`config.mk`:
```
export PLATFORM = sky130hd
export DESIGN_NAME = regfile_wb_arbiter_flat
export DESIGN_NICKNAME = d
export VERILOG_FILES = /design/src/rtl/regfile_wb_arbiter_if.sv /design/src/rtl/regfile_wb_arbiter.sv /design/src/flat_wrapper.sv
export SDC_FILE = /design/constraint.sdc
export NUM_CORES = 1
export LEC_CHECK = 0
export CAP_MARGIN = 0
export CELL_PAD_IN_SITES_DETAIL_PLACEMENT = 1
export CELL_PAD_IN_SITES_GLOBAL_PLACEMENT = 1
export CORE_MARGIN = 10
export CORE_UTILIZATION = 33
export CTS_CLUSTER_SIZE = 16
export DETAILED_ROUTE_END_ITERATION = 8
export MAX_ROUTING_LAYER = met4
export PLACE_DENSITY = 0.89
export SYNTH_ARGS = -nofsm -noshare
export SYNTH_HDL_FRONTEND = slang
export SYNTH_SLANG_ARGS = --single-unit
```
`constraint.sdc`:
```
create_clock -name clk -period 2.4 [get_ports clk]
set_input_delay 0.36 -clock clk [delete_from_list [all_inputs] [get_ports clk]]
set_output_delay 0.36 -clock clk [all_outputs]
set_load 0.005 [all_outputs]
```
`src/rtl/regfile_wb_arbiter_if.sv`:
```
// Writeback bus between the ALU/load-unit producers, the issue stage, and the
// register-file write port with its hazard-check read addresses.
interface regfile_wb_arbiter_if;
  logic        alu_valid;
  logic        alu_ready;
  logic [4:0]  alu_rd;
  logic [31:0] alu_data;
  logic        mem_valid;
  logic        mem_ready;
  logic [4:0]  mem_rd;
  logic [31:0] mem_data;
  logic        issue_valid;
  logic [4:0]  issue_rd;
  logic [4:0]  RA;
  logic [4:0]  RB;
  logic        hazard_a;
  logic        hazard_b;
  logic [4:0]  RW;
  logic [31:0] Bus_W;
  logic        reg_write;

  modport master (
    output alu_valid, alu_rd, alu_data,
    output mem_valid, mem_rd, mem_data,
    output issue_valid, issue_rd, RA, RB,
    input  alu_ready, mem_ready, hazard_a, hazard_b,
    input  RW, Bus_W, reg_write
  );

  modport slave (
    input  alu_valid, alu_rd, alu_data,
    input  mem_valid, mem_rd, mem_data,
    input  issue_valid, issue_rd, RA, RB,
    output alu_ready, mem_ready, hazard_a, hazard_b,
    output RW, Bus_W, reg_write
  );
endinterface

```
`src/rtl/regfile_wb_arbiter.sv`:
```
// Arbitrates ALU and load-unit writebacks onto a single registered register-file
// write port, with starvation protection for the ALU and a pending-write scoreboard.
module regfile_wb_arbiter #(
  parameter int unsigned STARVE_LIMIT = 3
) (
  input  logic               clk,
  input  logic               rst,
  regfile_wb_arbiter_if.slave bus
);

  localparam logic [0:0] MEM_PRI = 1'b0;
  localparam logic [0:0] ALU_PRI = 1'b1;

  logic [0:0]  state;
  logic [3:0]  starve_cnt;
  logic [3:0]  starve_next;
  logic        grant_alu;
  logic        grant_mem;
  logic        alu_xfer;
  logic        mem_xfer;
  logic [31:0] pending;
  logic [31:0] pending_set;
  logic [31:0] pending_clr;

  // Grants are gated by rst so no handshake can complete while reset is held.
  always_comb begin
    grant_alu = 1'b0;
    grant_mem = 1'b0;
    if (!rst) begin
      if (state == MEM_PRI) begin
        grant_mem = bus.mem_valid;
        grant_alu = bus.alu_valid && !bus.mem_valid;
      end else begin
        grant_alu = bus.alu_valid;
        grant_mem = bus.mem_valid && !bus.alu_valid;
      end
    end
  end

  assign bus.alu_ready = grant_alu;
  assign bus.mem_ready = grant_mem;
  assign alu_xfer      = bus.alu_valid && grant_alu;
  assign mem_xfer      = bus.mem_valid && grant_mem;

  always_comb begin
    starve_next = '0;
    if (bus.alu_valid && !grant_alu)
      starve_next = (starve_cnt == 4'hF) ? starve_cnt : starve_cnt + 4'd1;
  end

  always_ff @(posedge clk or posedge rst) begin
    if (rst) begin
      state      <= MEM_PRI;
      starve_cnt <= '0;
    end else begin
      starve_cnt <= starve_next;
      case (state)
        MEM_PRI: if (starve_next == 4'(STARVE_LIMIT)) state <= ALU_PRI;
        default: if (alu_xfer) state <= MEM_PRI;
      endcase
    end
  end

  // Writes to x0 complete the handshake but never reach the write port.
  always_ff @(posedge clk or posedge rst) begin
    if (rst) begin
      bus.reg_write <= 1'b0;
      bus.RW        <= '0;
      bus.Bus_W     <= '0;
    end else begin
      bus.reg_write <= 1'b0;
      if (alu_xfer && bus.alu_rd != '0) begin
        bus.reg_write <= 1'b1;
        bus.RW        <= bus.alu_rd;
        bus.Bus_W     <= bus.alu_data;
      end else if (mem_xfer && bus.mem_rd != '0) begin
        bus.reg_write <= 1'b1;
        bus.RW        <= bus.mem_rd;
        bus.Bus_W     <= bus.mem_data;
      end
    end
  end

  always_comb begin
    pending_set = '0;
    pending_clr = '0;
    if (bus.issue_valid && bus.issue_rd != '0)
      pending_set = 32'd1 << bus.issue_rd;
    if (bus.reg_write)
      pending_clr = 32'd1 << bus.RW;
  end

  // Set is applied after clear so a same-edge reissue keeps the bit pending.
  always_ff @(posedge clk or posedge rst) begin
    if (rst)
      pending <= '0;
    else
      pending <= ((pending & ~pending_clr) | pending_set) & ~32'd1;
  end

  assign bus.hazard_a = pending[bus.RA] && (bus.RA != '0);
  assign bus.hazard_b = pending[bus.RB] && (bus.RB != '0);

endmodule
```
`src/flat_wrapper.sv`:
```
// flat-port wrapper written by rule: the top's interface ports become plain ports
module regfile_wb_arbiter_flat 
#(
  parameter int unsigned STARVE_LIMIT = 3
)
  (clk, rst, bus_alu_valid, bus_alu_rd, bus_alu_data, bus_mem_valid, bus_mem_rd, bus_mem_data, bus_issue_valid, bus_issue_rd, bus_RA, bus_RB, bus_alu_ready, bus_mem_ready, bus_hazard_a, bus_hazard_b, bus_RW, bus_Bus_W, bus_reg_write);
  regfile_wb_arbiter_if bus_i ();
  input  logic clk;
  input  logic rst;
  input wire logic [$bits(bus_i.alu_valid)-1:0] bus_alu_valid;
  input wire logic [$bits(bus_i.alu_rd)-1:0] bus_alu_rd;
  input wire logic [$bits(bus_i.alu_data)-1:0] bus_alu_data;
  input wire logic [$bits(bus_i.mem_valid)-1:0] bus_mem_valid;
  input wire logic [$bits(bus_i.mem_rd)-1:0] bus_mem_rd;
  input wire logic [$bits(bus_i.mem_data)-1:0] bus_mem_data;
  input wire logic [$bits(bus_i.issue_valid)-1:0] bus_issue_valid;
  input wire logic [$bits(bus_i.issue_rd)-1:0] bus_issue_rd;
  input wire logic [$bits(bus_i.RA)-1:0] bus_RA;
  input wire logic [$bits(bus_i.RB)-1:0] bus_RB;
  output wire logic [$bits(bus_i.alu_ready)-1:0] bus_alu_ready;
  output wire logic [$bits(bus_i.mem_ready)-1:0] bus_mem_ready;
  output wire logic [$bits(bus_i.hazard_a)-1:0] bus_hazard_a;
  output wire logic [$bits(bus_i.hazard_b)-1:0] bus_hazard_b;
  output wire logic [$bits(bus_i.RW)-1:0] bus_RW;
  output wire logic [$bits(bus_i.Bus_W)-1:0] bus_Bus_W;
  output wire logic [$bits(bus_i.reg_write)-1:0] bus_reg_write;
  assign bus_i.alu_valid = bus_alu_valid;
  assign bus_i.alu_rd = bus_alu_rd;
  assign bus_i.alu_data = bus_alu_data;
  assign bus_i.mem_valid = bus_mem_valid;
  assign bus_i.mem_rd = bus_mem_rd;
  assign bus_i.mem_data = bus_mem_data;
  assign bus_i.issue_valid = bus_issue_valid;
  assign bus_i.issue_rd = bus_issue_rd;
  assign bus_i.RA = bus_RA;
  assign bus_i.RB = bus_RB;
  assign bus_alu_ready = bus_i.alu_ready;
  assign bus_mem_ready = bus_i.mem_ready;
  assign bus_hazard_a = bus_i.hazard_a;
  assign bus_hazard_b = bus_i.hazard_b;
  assign bus_RW = bus_i.RW;
  assign bus_Bus_W = bus_i.Bus_W;
  assign bus_reg_write = bus_i.reg_write;
  regfile_wb_arbiter #(.STARVE_LIMIT(STARVE_LIMIT)) u_core (.clk(clk), .rst(rst), .bus(bus_i));
endmodule
```
# Word level (Yosys, flattened, before mapping)
# Cells that the tools add are included.
# op_classes
n_addsub,1
n_lt_le_gt_ge,2
n_eq_ne,2
shift,2
muxes,21
bitwise,3
n_reduce_logical,19
# ops
op,n
$mux 32,4
$shl 1x5->32 const A,2
$and 32x32->32,1
$not 32->32,1
$or 32x32->32,1
$reduce_bool 5->1,5
$lt 5x6->1 const B,2
$mux 1,11
$bmux 1 s5,2
$logic_and 1x1->1,10
$mux 5,2
$mux 4,2
$add 4x1->4 const B,1
$eq 4x2->1 const B,1
$eq 4x4->1 const B,1
$logic_not 1->1,3
$reduce_bool 2->1,1
# word_totals
register_bits,74

# Depth between registers and ports, before layout
# logic_depth
ltp_word,10
depth_mapped,8

# Worst setup path before layout
# No wires, ideal clock.
# synth_timing
path_kind,input -> output
start,in rst
end,out bus_mem_ready
arrival_ns,2.005
required_ns,2.040
slack_ns,0.035
path_stages,4
path_buffers,1
path_cell_list,inv_2 nand3_2 inv_2 buf_2
# synth_via
elab_chain_cells,1
# synth_lines
element,line_no,text
start: declaration,flat_wrapper.sv:9,input logic rst;
$mux 1,regfile_wb_arbiter.sv:29,if (!rst) begin
end: declaration,flat_wrapper.sv:21,output wire logic [$bits(bus_i.mem_ready)-1:0] bus_mem_ready;
# Every way passes these cells.

# Worst setup path after layout
# layout_timing
start,reg u_core.pending[7]
end,out bus_hazard_b
# layout_via
elab_chain_cells,3
# layout_lines
element,line_no,text
start: declaration,regfile_wb_arbiter.sv:21,logic [31:0] pending;
start signal: assignment,regfile_wb_arbiter.sv:98,pending <= ((pending & ~pending_clr) | pending_set) & ~32'd1;
$bmux 1 s5,regfile_wb_arbiter.sv:102,assign bus.hazard_b = pending[bus.RB] && (bus.RB != '0);
$mux 1 (not written as such),regfile_wb_arbiter.sv:102,
$logic_and 1x1->1,regfile_wb_arbiter.sv:102,
end: declaration,flat_wrapper.sv:23,output wire logic [$bits(bus_i.hazard_b)-1:0] bus_hazard_b;
# Every way passes these cells. The select of a mux whose other input is x is not followed.

==> metrics <==
largest net degree at the start of global routing=63; Pwr Density=853 nW/um^2; Clk Latency, worst-skew pair=0.34 ns; Vias per Instance=5.94; die width=138 microns; Max Cap Viol=0; dpl hpwl=13.2 mm; Final Hold Vio Count=0; Setup Skew=0.0108 ns; Rel. slew slack=62.6%; Die H=138 microns; RePlAce Congestion=0.958; Min Hold Slack=0.546 ns; Synth Area in Adders=0.273%; CP Capture Type=primary output; compound-cell area share of the yosys netlist=31.3%; placed cells=752; post-route ant nets=0; Post-synth EDFFs=0; prevailing post-synth register cell=dfrtp_1; # diodes=0; fin area=6570 sq um; clock-pin slew on the worst setup and hold paths=0.06 ns; cells on worst reg2reg path=6; main combinational cell family by area after synthesis=compound AO/OA/AOI/OAI gates; H-tree depth=3; Avg WL per Cell=23.3 microns; drt pass-1 iters=4; Vias=4585; clk buf depth=2; # fillers=1492; die area=19000 sq um; total global routing overflow=0; total negative slack=0 ns; CTS sink cnt=74; asr flop ratio synth=100%; startpoint types=register; Reg2Reg Launch Point=u_core.state; Critical Path RT=2.04 ns; critical path peak fanout=3; HP Class=in2async; CTS tree=built; Synth-to-Final Area Change=43.4%; share of cells above drive strength 1=18.5%; sequential fraction of the synthesis area=40.4%; placed cell area=6140 sq um; fin cells=772; period utilization=95.9%; First DRT Iteration DRCs=269; syn avg cell area=10.0 sq um; Syn Inst Count=457; clk root buf=clkbuf_16; syn_nets=552; Synth Warn #=0; Setup crit end=bus_hazard_b; # setup viols final=0; Mapped Area=4580 sq um; drt drc=0; hold buffers post-CTS=0; IO Port Bufs=135; Final Critical Period=2.30 ns; vias in the first global route=5095; num ports=136; num rows=42; initial antenna violation count=0; GRT Overall Usage=19.3%; mux contribution to synthesized area=7.10%; Core Area=13400 sq um; simple-gate share of the synthesized area=14.5%; Pins Over Slew Limit=0; final WL=18.0 mm; Synth Area in XOR/XNOR=0.382%; reg2reg end=u_core.bus.Bus_W[4]; Peak VDD IR=0.313 mV; final net count=686; P_leak=0.00240 uW; reg-to-reg slack, setup=0.73 ns; Worst Path Arrival=1.94 ns; first-pass GRT wire length=27.7 mm; Peak Freq=0.434 GHz; outcome=completed; Yosys reg bits=74; Initial Util=34.2%; TritonCTS buffer count=9; Worst Tran Pin Value=0.561 ns; RSZ-0062 raised after global routing=no; worst setup path start=u_core.pending[7]; synth unique cells=54; critical path class=reg2out
metrics by stage:
stage / util (%) / power, uW / setup slack, ns
after floorplan: - / 2890 / 0.0349
after global placement: 45.8 / 3820 / -0.437
after detailed placement: 45.8 / 3940 / -0.513
after CTS: 49.0 / 5630 / 0.000556
after global routing: 49.0 / 5910 / 0.0382
final: 49.0 / 5600 / 0.0982
cell families after synthesis:
| group | after synthesis |
|---|---|
| compound gates | 194 |
| xor+xnor | 2 |
| fa+ha+maj | 1 |
| buf+inv | 46 |
| flops | 74 |
| mux | 25 |
| simple gates | 115 |
cells in the final DEF, fill, tap and decap left out, types with 3 or more instances in the layout:
cell / synthesis / routed
bufinv_16: 0 / 3
nor3b_1: 4 / 4
dlygate4sd2_1: 0 / 8
nand3b_1: 8 / 8
a221oi_2: 30 / 31
nor3_1: 4 / 4
mux2i_1: 13 / 13
nand3_1: 39 / 39
a221oi_1: 7 / 6
nand2b_1: 3 / 3
a31oi_1: 39 / 39
clkbuf_16: 0 / 9
buf_12: 0 / 4
dfrtp_1: 74 / 74
buf_4: 1 / 22
clkdlybuf4s50_1: 0 / 125
nor2b_1: 6 / 5
nor2_1: 10 / 10
o21ai_1: 6 / 6
o21ai_0: 92 / 92
mux2_1: 6 / 4
nand2_1: 18 / 16
mux4_2: 0 / 4
buf_6: 10 / 3
inv_2: 3 / 3
synth_stat cells, types with 3 or more instances:
master    number  area (sq um)
o21ai_1        6          30.0
nor3_1         4          20.0
nand2b_1       3          18.8
inv_2          3          11.3
nand3b_1       8          60.1
clkbuf_1       9          33.8
nor2_1        10          37.5
a221oi_1       7          61.3
nand3_1       39           195
nor2b_1        6          37.5
o21ai_0       92           460
dfrtp_1       74          1850
nor3b_1        4          30.0
buf_2         20           100
nand2_1       18          67.6
buf_6         10           113
a221oi_2      30           450
mux2i_1       13           130
a31oi_1       39           244
mux2_1         6          67.6
mux4_1         4           105
worst max-delay path, stage by stage, from the launching register on:
cell and delay (ns):
dfrtp_1 0.43, mux4_2 0.50, o22ai_2 0.19, a2111oi_1 0.08, a221o_1 0.29, clkbuf_2 0.12
what timing repair did:
item,in CTS,in global routing
pin swaps,6,2
buffers inserted,4,0
gates resized for setup,31,5
endpoints found under the setup margin,2,2
worst min-delay path by stage:
stage	start	to	slack, ns	depth (start not counted)
final	rst	u_core.bus.Bus_W[11]	0.55	3
after detailed placement	u_core.pending[12]	u_core.pending[12]	0.55	2
after global routing	rst	u_core.bus.Bus_W[11]	0.58	3
after floorplan	u_core.pending[4]	u_core.pending[4]	0.46	2
after CTS	rst	u_core.bus.Bus_W[11]	0.56	3
after global placement	u_core.pending[22]	u_core.pending[22]	0.53	2
per-layer routing:
metal / track usage (%) / vias up / wire length (microns)
li1: - / 2071 / -
met1: 21.6 / 2281 / 7250
met2: 30.7 / 195 / 8710
met3: 7.06 / 38 / 1530
met4: 7.82 / 0 / 474
met5: - / - / 0
sequential cells by signal, summed over array words and instances (netlist names):
signal                flops
u_core.bus.Bus_W         32
u_core.bus.RW             5
u_core.bus.reg_write      1
u_core.pending           31
u_core.starve_cnt         4
u_core.state              1
final cells by class:
cell class,instances,area (sq um),share of cell area [%]
inverter,5,18.8,0.286
multi-input combinational,337,2510,38.3
clock inverter,6,114,1.73
sequential,74,1850,28.2
timing repair buffer,164,1610,24.5
tap,176,220,3.35
clock buffer,10,239,3.64
where the power goes:
group | internal [uW] | switching, uW
combinational | 1020 | 839
sequential | 1670 | 479
clock | 1050 | 545
(Power assumes the default switching activity.)
